<file path="config.mk">
export PLATFORM = sky130hd
export DESIGN_NAME = sqroot_arbiter
export DESIGN_NICKNAME = d
export VERILOG_FILES = /design/src/rtl/sqroot_arbiter_pkg.sv /design/src/rtl/sqroot_comb.sv /design/src/rtl/sqroot_arbiter.sv
export SDC_FILE = /design/constraint.sdc
export NUM_CORES = 1
export LEC_CHECK = 0
export ABC_AREA = 1
export BUFFER_PORTS_ARGS = -buffer_cell sky130_fd_sc_hd__buf_2
export CAP_MARGIN = 20
export CORE_MARGIN = 5
export CORE_UTILIZATION = 40
export CTS_BUF_LIST = sky130_fd_sc_hd__clkbuf_2
export DETAILED_ROUTE_END_ITERATION = 12
export PLACE_DENSITY_LB_ADDON = 0.1
export REMOVE_ABC_BUFFERS = 1
export SLEW_MARGIN = 0
export SYNTH_ARGS = -nofsm -noshare
export SYNTH_HDL_FRONTEND = slang
export SYNTH_HIERARCHICAL = 1
export SYNTH_SLANG_ARGS = --single-unit
</file>
<file path="constraint.sdc">
create_clock -name clk -period 19.8 [get_ports clk]
set_clock_uncertainty 0.15 [all_clocks]
set_input_delay 2.97 -clock clk [delete_from_list [all_inputs] [get_ports clk]]
set_output_delay 2.97 -clock clk [all_outputs]
set_load 0.03 [all_outputs]
</file>
<file path="src/rtl/sqroot_arbiter_pkg.sv">
// Shared definitions for the square-root arbiter slice.
//   state_e      : arbiter FSM states (IDLE, CALC, HOLD)
//   NREQ_DEF     : default number of requesters
//   NBITS_DEF    : default operand width
//   res_width()  : result width for a given operand width (NBITS/2+1)
package sqroot_arbiter_pkg;

  typedef enum logic [1:0] {
    IDLE = 2'd0,
    CALC = 2'd1,
    HOLD = 2'd2
  } state_e;

  localparam int NREQ_DEF  = 4;
  localparam int NBITS_DEF = 8;

  // One extra bit over NBITS/2 so round-to-nearest can reach 2^(NBITS/2).
  function automatic int res_width(input int nbits);
    return nbits / 2 + 1;
  endfunction

endpackage

</file>
<file path="src/rtl/sqroot_comb.sv">
// Combinational integer square root.
//   arg     : operand, NBITS wide
//   roundup : 0 = floor(sqrt(arg)), 1 = sqrt(arg) rounded to nearest
//   sqroot  : result, NBITS/2+1 wide
module sqroot_comb
  import sqroot_arbiter_pkg::*;
#(
  parameter int NBITS = NBITS_DEF
) (
  input  logic [NBITS-1:0]            arg,
  input  logic                        roundup,
  output logic [res_width(NBITS)-1:0] sqroot
);

  localparam int HB = NBITS / 2;
  localparam int RW = res_width(NBITS);

  logic [HB-1:0]    root_s;
  logic [NBITS-1:0] rem_s;
  logic             up_s;

  // Bit-serial floor root: try each result bit from the MSB down, keep it
  // when the candidate squared still fits under the operand.
  always_comb begin
    logic [HB-1:0]    cand_v;
    logic [NBITS-1:0] sq_v;
    root_s = '0;
    cand_v = '0;
    sq_v   = '0;
    for (int i = HB - 1; i >= 0; i--) begin
      cand_v = root_s | (HB'(1'b1) << i);
      sq_v   = {{(NBITS-HB){1'b0}}, cand_v} * {{(NBITS-HB){1'b0}}, cand_v};
      if (sq_v <= arg) begin
        root_s = cand_v;
      end else begin
        root_s = root_s;
      end
    end
  end

  // sqrt(arg) >= r+0.5 exactly when arg - r^2 > r (the remainder is an
  // integer, so an exact tie can never occur).
  always_comb begin
    rem_s = arg - ({{(NBITS-HB){1'b0}}, root_s} * {{(NBITS-HB){1'b0}}, root_s});
    up_s  = roundup && (rem_s > {{(NBITS-HB){1'b0}}, root_s});
    sqroot = {1'b0, root_s} + {{(RW-1){1'b0}}, up_s};
  end

endmodule

</file>
<file path="src/rtl/sqroot_arbiter.sv">
// Round-robin arbiter sharing one square-root datapath among NREQ requesters.
//   clk, rst_n  : clock, asynchronous active-low reset
//   req_valid   : per-requester request strobe
//   req_arg     : packed operands, requester i at [i*NBITS +: NBITS]
//   req_roundup : per-requester rounding mode
//   req_ready   : one-hot grant, combinational in IDLE
//   rsp_valid   : result available (HOLD)
//   rsp_id      : index of the requester owning the result
//   rsp_sqroot  : square-root result
//   rsp_ready   : consumer accepts the result
//   busy        : high outside IDLE
module sqroot_arbiter
  import sqroot_arbiter_pkg::*;
#(
  parameter int NREQ  = NREQ_DEF,
  parameter int NBITS = NBITS_DEF
) (
  input  logic                        clk,
  input  logic                        rst_n,
  input  logic [NREQ-1:0]             req_valid,
  input  logic [NREQ*NBITS-1:0]       req_arg,
  input  logic [NREQ-1:0]             req_roundup,
  output logic [NREQ-1:0]             req_ready,
  output logic                        rsp_valid,
  output logic [$clog2(NREQ)-1:0]     rsp_id,
  output logic [res_width(NBITS)-1:0] rsp_sqroot,
  input  logic                        rsp_ready,
  output logic                        busy
);

  localparam int IDW = $clog2(NREQ);
  localparam int RW  = res_width(NBITS);

  state_e           state_r;
  state_e           next_state_s;
  logic [IDW-1:0]   ptr_r;
  logic [NBITS-1:0] arg_r;
  logic             roundup_r;
  logic [RW-1:0]    dp_root_s;
  logic             found_s;
  logic [IDW-1:0]   grant_idx_s;
  logic             accept_s;
  logic [NBITS-1:0] arg_a [NREQ];

  for (genvar g = 0; g < NREQ; g++) begin : g_unpack
    assign arg_a[g] = req_arg[g*NBITS +: NBITS];
  end

  // Round-robin search starting at ptr_r; NREQ is a power of two so the
  // index addition wraps naturally.
  always_comb begin
    logic [IDW-1:0] idx_v;
    logic           hit_v;
    found_s     = 1'b0;
    grant_idx_s = '0;
    idx_v       = '0;
    hit_v       = 1'b0;
    for (int k = 0; k < NREQ; k++) begin
      idx_v       = ptr_r + IDW'(k);
      hit_v       = !found_s && req_valid[idx_v];
      grant_idx_s = hit_v ? idx_v : grant_idx_s;
      found_s     = found_s | hit_v;
    end
  end

  // FSM next state and grant; req_ready is forced low while reset is held.
  always_comb begin
    next_state_s = state_r;
    req_ready    = '0;
    accept_s     = 1'b0;
    case (state_r)
      IDLE: begin
        if (found_s && rst_n) begin
          req_ready    = NREQ'(1'b1) << grant_idx_s;
          accept_s     = 1'b1;
          next_state_s = CALC;
        end else begin
          next_state_s = IDLE;
        end
      end
      CALC: begin
        next_state_s = HOLD;
      end
      HOLD: begin
        if (rsp_ready) begin
          next_state_s = IDLE;
        end else begin
          next_state_s = HOLD;
        end
      end
      default: begin
        next_state_s = IDLE;
      end
    endcase
  end

  // FSM state register with registered status outputs.
  always_ff @(posedge clk or negedge rst_n) begin
    if (!rst_n) begin
      state_r   <= IDLE;
      rsp_valid <= 1'b0;
      busy      <= 1'b0;
    end else begin
      state_r   <= next_state_s;
      rsp_valid <= (next_state_s == HOLD);
      busy      <= (next_state_s != IDLE);
    end
  end

  // Grant-time capture: operands, owner id and the next search start.
  always_ff @(posedge clk or negedge rst_n) begin
    if (!rst_n) begin
      ptr_r     <= '0;
      arg_r     <= '0;
      roundup_r <= 1'b0;
      rsp_id    <= '0;
    end else if (accept_s) begin
      ptr_r     <= grant_idx_s + IDW'(1'b1);
      arg_r     <= arg_a[grant_idx_s];
      roundup_r <= req_roundup[grant_idx_s];
      rsp_id    <= grant_idx_s;
    end else begin
      ptr_r     <= ptr_r;
      arg_r     <= arg_r;
      roundup_r <= roundup_r;
      rsp_id    <= rsp_id;
    end
  end

  // Result register, loaded only during the single CALC cycle.
  always_ff @(posedge clk or negedge rst_n) begin
    if (!rst_n) begin
      rsp_sqroot <= '0;
    end else if (state_r == CALC) begin
      rsp_sqroot <= dp_root_s;
    end else begin
      rsp_sqroot <= rsp_sqroot;
    end
  end

  // The datapath sees only the latched operands.
  sqroot_comb #(
    .NBITS (NBITS)
  ) u_sqroot_comb (
    .arg     (arg_r),
    .roundup (roundup_r),
    .sqroot  (dp_root_s)
  );

endmodule

</file>
==> impl_metrics.tcl, run 1 <==
set metrics [dict create \
    maxCapViolations 0 \
    synthToLayoutAreaGrowth_pct 12.74 \
    hold_buffers 0 \
    holdCritStartpoint "rsp_id[1]" \
    finalHoldViolations 0 \
    finalNetCount 546 \
    crit_path_top_delay_cell "fa_1" \
    dieArea_um2 8770 \
    via_per_inst 4.689 \
    dpl.hpwl_um 5359 \
    slowest_delay_ns 0.50 \
    synth_top_area_share_pct 19.67 \
    drive_gt1_share_pct 19.96 \
    portBuffers 55 \
    rows 30 \
    h-tree-depth 1 \
    track_usage_pct 15.49 \
    ys.flop_type "dfrtp_1" \
    grt_overflow 0 \
    max_freq_mhz 120.8 \
    clockBufferDepth 2 \
    yosysUniqueCellTypes 33 \
    setup_viol 0 \
    fillers 746 \
    clkTransAtPathRegs_ns 0.20 \
    cts_sinks 22 \
    seq_area_um2 550.5 \
    ys_top_cells_by_count "123 x nand2_1, 77 x inv_1, 38 x nand3_1" \
    synth.avg_cell_area_um2 6.827 \
    async_reset_ff_share_pct 100.0 \
    cts_buffers 3 \
    tns_ns 0 \
    slew_violations 0 \
    yosysMostFrequentCell "nand2_1" \
    dieWidth_um 93.65 \
    fin_crit_ns 8.276 \
    die_y_um 93.65 \
    antenna_found_initial 0 \
    syn-cell-area_um2 2799 \
    place.gp.congestion 0.8378 \
    clockRootBuffer "clkbuf_2" \
    initial_core_util_pct 41.20 \
    grt_pass1_vias 2670 \
    diodes 0 \
    yosys.area.top_type "dfrtp_1" \
    hold_class "reg2reg" \
    ant_nets 0 \
    synth-edff-count 0 \
    worstSetupPathType "reg2reg" \
    insertion_delay_ns 0.33 \
    crit_required_ns 19.90 \
    drt_iter0_drc 84 \
    grt_pass1_wl_um 11300 \
    cts_tree "yes" \
    cp-start-kind "register" \
    ios 56 \
    ys_warn_count 6 \
    min_to "rsp_id[1]" \
    routedWlPerCell_um 11.44 \
    drtPass1Iterations 6 \
    tightestPinTransition_ns 0.5812 \
    synth_area_leaders "dfrtp_1 20%, nand2_1 16%, ha_1 16%, inv_1 10%, nand3_1 6.8%" \
    dr_total_vias 2612 \
    min_path_cells 2 \
    routed_wl_um 6370 \
    worstPathMaxFanout 8 \
    reg2regPathDepth 44 \
    core_area_um2 6794 \
    cp.arrival_ns 8.38 \
    final.period_utilization_pct 41.80 \
    timing.rr.start "arg_r[7]" \
    post-cts-setup-buffers 0 \
    status "completed" \
    ctsResizeCount 0 \
    drc_errors 0 \
    grt_max_degree 33 \
    yosys_register_bits 22 \
    critPathCaptureType "register" \
    multi_input_area_um2 1864 \
    slew-limit-headroom_pct 61.25 \
    seq_area_frac_synth_pct 19.67 \
    r2r_end "rsp_sqroot[2]" \
    grt_setup_unrepaired "false" \
    syn_inst 410 \
    r2r_slack_ns 11.52 \
]
==> cells by family (layout without fill, tap and decap cells) <==
family                     Yosys count  after routing  share of synthesized area [%]
xor gates and xnor gates            12             12                          3.755
adders and majority gates           41             41                          19.67
and+or+nand+nor                    213            213                          35.85
DFF                                 22             22                          19.67
buffers and inverters               93            144                          13.72
AOI/OAI and AO/OA                   24             24                          5.320
muxes                                5              5                          2.011
==> per-layer routing <==
layer | up-vias | global-route usage (%) | part of all wire [%]
met2 | 46 | 27.16 | 49
li1 | 1389 | - | -
met5 | - | 0 | 0
met1 | 1167 | 19.84 | 47
met3 | 10 | 1.603 | 2.8
met4 | 0 | 5.054 | 1.6
==> area by class of cell <==
type / instances / share of cell area [%]
multi-input combinational: 295 / 59.08
tap: 96 / 3.806
clock inverter: 1 / 0.1190
clock buffer: 3 / 0.4758
inverter: 85 / 10.35
timing repair buffer: 55 / 8.723
sequential: 22 / 17.45
==> critical path: cells and delay by family, from the launching register on <==
family | cells | cell delay (ns)
flops | 1 | 0.48
xor+xnor | 6 | 0.99
buf+inv | 5 | 0.42
simple gates | 17 | 1.71
mux | 1 | 0.28
fa+ha+maj | 12 | 3.60
compound gates | 3 | 0.55
==> through the flow <==
stage               instances  util [%]  setup WS, ns  cell area (µm²)  hold WS [ns]
floorplan                 402         -         12.28             2741        0.3155
global placement          553     46.17         11.77             3137        0.3233
finish                    557     46.45         11.52             3156        0.3619
global route              557     46.45         10.92             3156        0.3953
CTS                       557     46.45         11.59             3156        0.3688
detailed placement        553     46.17         11.59             3137        0.3235
==> worst max-delay path by stage <==
stage,start,end,slack (ns),cells past startpoint
after global routing,arg_r[7],rsp_sqroot[2],10.92,42
after CTS,arg_r[7],rsp_sqroot[2],11.59,44
after floorplan,arg_r[7],rsp_sqroot[2],12.28,44
after global placement,arg_r[7],rsp_sqroot[2],11.77,44
after detailed placement,arg_r[7],rsp_sqroot[2],11.59,44
final,arg_r[7],rsp_sqroot[2],11.52,44
==> sequential cells by signal (all words and copies together) (netlist names) <==
signal,flops
arg_r,8
rsp_sqroot,5
ptr_r,2
rsp_id,2
state_r,2
busy,1
roundup_r,1
rsp_valid,1
==> cells in the final DEF, fill, tap and decap left out, types with 5 or more instances in the layout <==
cell type / Yosys / routed
xor2_1: 9 / 9
nand4_1: 9 / 9
mux2_2: 5 / 5
buf_2: 1 / 55
inv_1: 77 / 77
nor2_1: 15 / 15
ha_1: 36 / 36
o211ai_1: 6 / 6
fa_1: 5 / 5
o21ai_0: 5 / 5
dfrtp_1: 22 / 22
inv_2: 7 / 7
nand3_1: 38 / 38
nand2_1: 123 / 123
a21oi_1: 8 / 8
Power of run 1 is left out: the tool's default activity adds up to more than one toggle a clock period on the data nets, which glitch-free logic cannot reach.
==> inputs of run 2 (changes only) <==
- clock period: 19.8 -> 7.94 ns (I/O delays scaled with it)
==> run 2 against run 1 <==
First-iteration DRC count is 26% lower. Register-to-register slack worse by 11 ns. Critical path depth fell by 1. Flip-flop and latch count stayed put. Non-clock buffer count grew 4. Critical endpoint unchanged.
==> impl_metrics.tcl, run 2 (same netlist as run 1, synthesis figures left out) <==
set metrics [dict create \
    finalHoldViolations 0 \
    drc_errors 0 \
    dr_total_vias 2584 \
    grt_overflow 0 \
    portBuffers 55 \
    slowest_delay_ns 0.51 \
    hold_class "reg2reg" \
    core_area_um2 6794 \
    worstPathMaxFanout 6 \
    hold_buffers 0 \
    clockBufferDepth 2 \
    crit_required_ns 8.06 \
    ant_nets 0 \
    reg_top3 "arg_r x8, rsp_sqroot x5" \
    slew_violations 0 \
    worstSetupPathType "reg2reg" \
    rows 30 \
    clockRootBuffer "clkbuf_2" \
    ios 56 \
    cp_num_cells 43 \
    most-common-layout-cells "123 x nand2_1, 77 x inv_1, 55 x buf_2, 38 x nand3_1, 35 x ha_1" \
    setup_viol 0 \
    initial_core_util_pct 41.20 \
    tns_ns 0 \
    fillers 723 \
    cts_buffers 3 \
    via_per_inst 4.606 \
    max_freq_mhz 136.1 \
    r2r_end "rsp_sqroot[2]" \
    track_usage_pct 14.63 \
    crit_path_top_delay_cell "fa_1" \
    r2r_slack_ns 0.59 \
    critPathCaptureType "register" \
    clkTransAtPathRegs_ns 0.23 \
    dpl.hpwl_um 5290 \
    h-tree-depth 1 \
    critPathCapture "rsp_sqroot[2]" \
    cp.arrival_ns 7.47 \
    reg2regPathDepth 43 \
    slew-limit-headroom_pct 64.68 \
    cp-start-kind "register" \
    critPathTopFamily "adder cells" \
    antenna_found_initial 0 \
    final_common_cell "nand2_1" \
    grt_max_degree 33 \
    place.gp.congestion 0.8454 \
    largest_reg_flops 8 \
    drt_iter0_drc 62 \
    finalNetCount 550 \
    maxCapViolations 0 \
    place_area_um2 3159 \
    routed_wl_um 6173 \
    max_flop_register "arg_r" \
    drive_gt1_share_pct 21.72 \
    status "completed" \
    timing.rr.start "arg_r[7]" \
    crit_start "arg_r[7]" \
    routedWlPerCell_um 11.00 \
    fin_crit_ns 7.348 \
    diodes 0 \
    crit_buf_inv 5 \
    synthToLayoutAreaGrowth_pct 15.87 \
    dieWidth_um 93.65 \
    insertion_delay_ns 0.34 \
    grt_pass1_wl_um 10690 \
    tightestPinTransition_ns 0.5299 \
    grt_setup_unrepaired "false" \
    grt_pass1_vias 2474 \
    die_y_um 93.65 \
    holdWs_ns 0.3691 \
    final.period_utilization_pct 92.55 \
    cts_sinks 22 \
    drtPass1Iterations 4 \
    cts_tree "yes" \
    dieArea_um2 8770 \
    design_area_um2 3243 \
]
## run 2: worst min path at each step
stage | start | endpoint | slack [ns] | cells past startpoint
finish | rsp_id[1] | rsp_id[1] | 0.37 | 2
global route | rsp_sqroot[2] | rsp_sqroot[2] | 0.42 | 1
CTS | rsp_id[1] | rsp_id[1] | 0.38 | 2
detailed placement | rsp_id[1] | rsp_id[1] | 0.34 | 2
global placement | rsp_id[1] | rsp_id[1] | 0.32 | 2
floorplan | roundup_r | roundup_r | 0.32 | 2
## run 2: final cells by class
| class | count | area, µm² | area share (%) |
|---|---|---|---|
| timing repair buffer | 59 | 305.3 | 9.414 |
| inverter | 85 | 326.6 | 10.07 |
| tap | 96 | 120.1 | 3.704 |
| clock inverter | 1 | 30.03 | 0.9259 |
| clock buffer | 3 | 15.01 | 0.4630 |
| multi-input combinational | 295 | 1896 | 58.45 |
| sequential | 22 | 550.5 | 16.98 |
## run 2: layer usage
layer | global-route usage, % | wire, µm | up-vias
li1 | - | - | 1395
met1 | 19.21 | 2949 | 1142
met2 | 25.43 | 2976 | 42
met3 | 1.763 | 195 | 5
met4 | 3.730 | 51 | 0
met5 | 0 | 0 | -
## run 2: tightest hold or removal path, cell delays in order, from the launching register on
cell and delay [ns]:
dfrtp_1 0.40, nand2_1 0.05, nand2_1 0.06
## run 2: stage by stage
step                      util (%)  worst slack, ns  cells
after floorplan                  -           0.4245    402
after global placement       46.50           0.5484    556
after detailed placement     46.50           0.3759    556
after CTS                    47.16           0.3267    560
after global routing         47.73          0.01821    561
final                        47.73           0.5919    561
## run 2: repair_timing
action                     in CTS  in global routing
gates resized for setup         0                  6
setup buffers                   0                  1
setup endpoints to repair       0                  4
Power of run 2 is left out for the same reason.
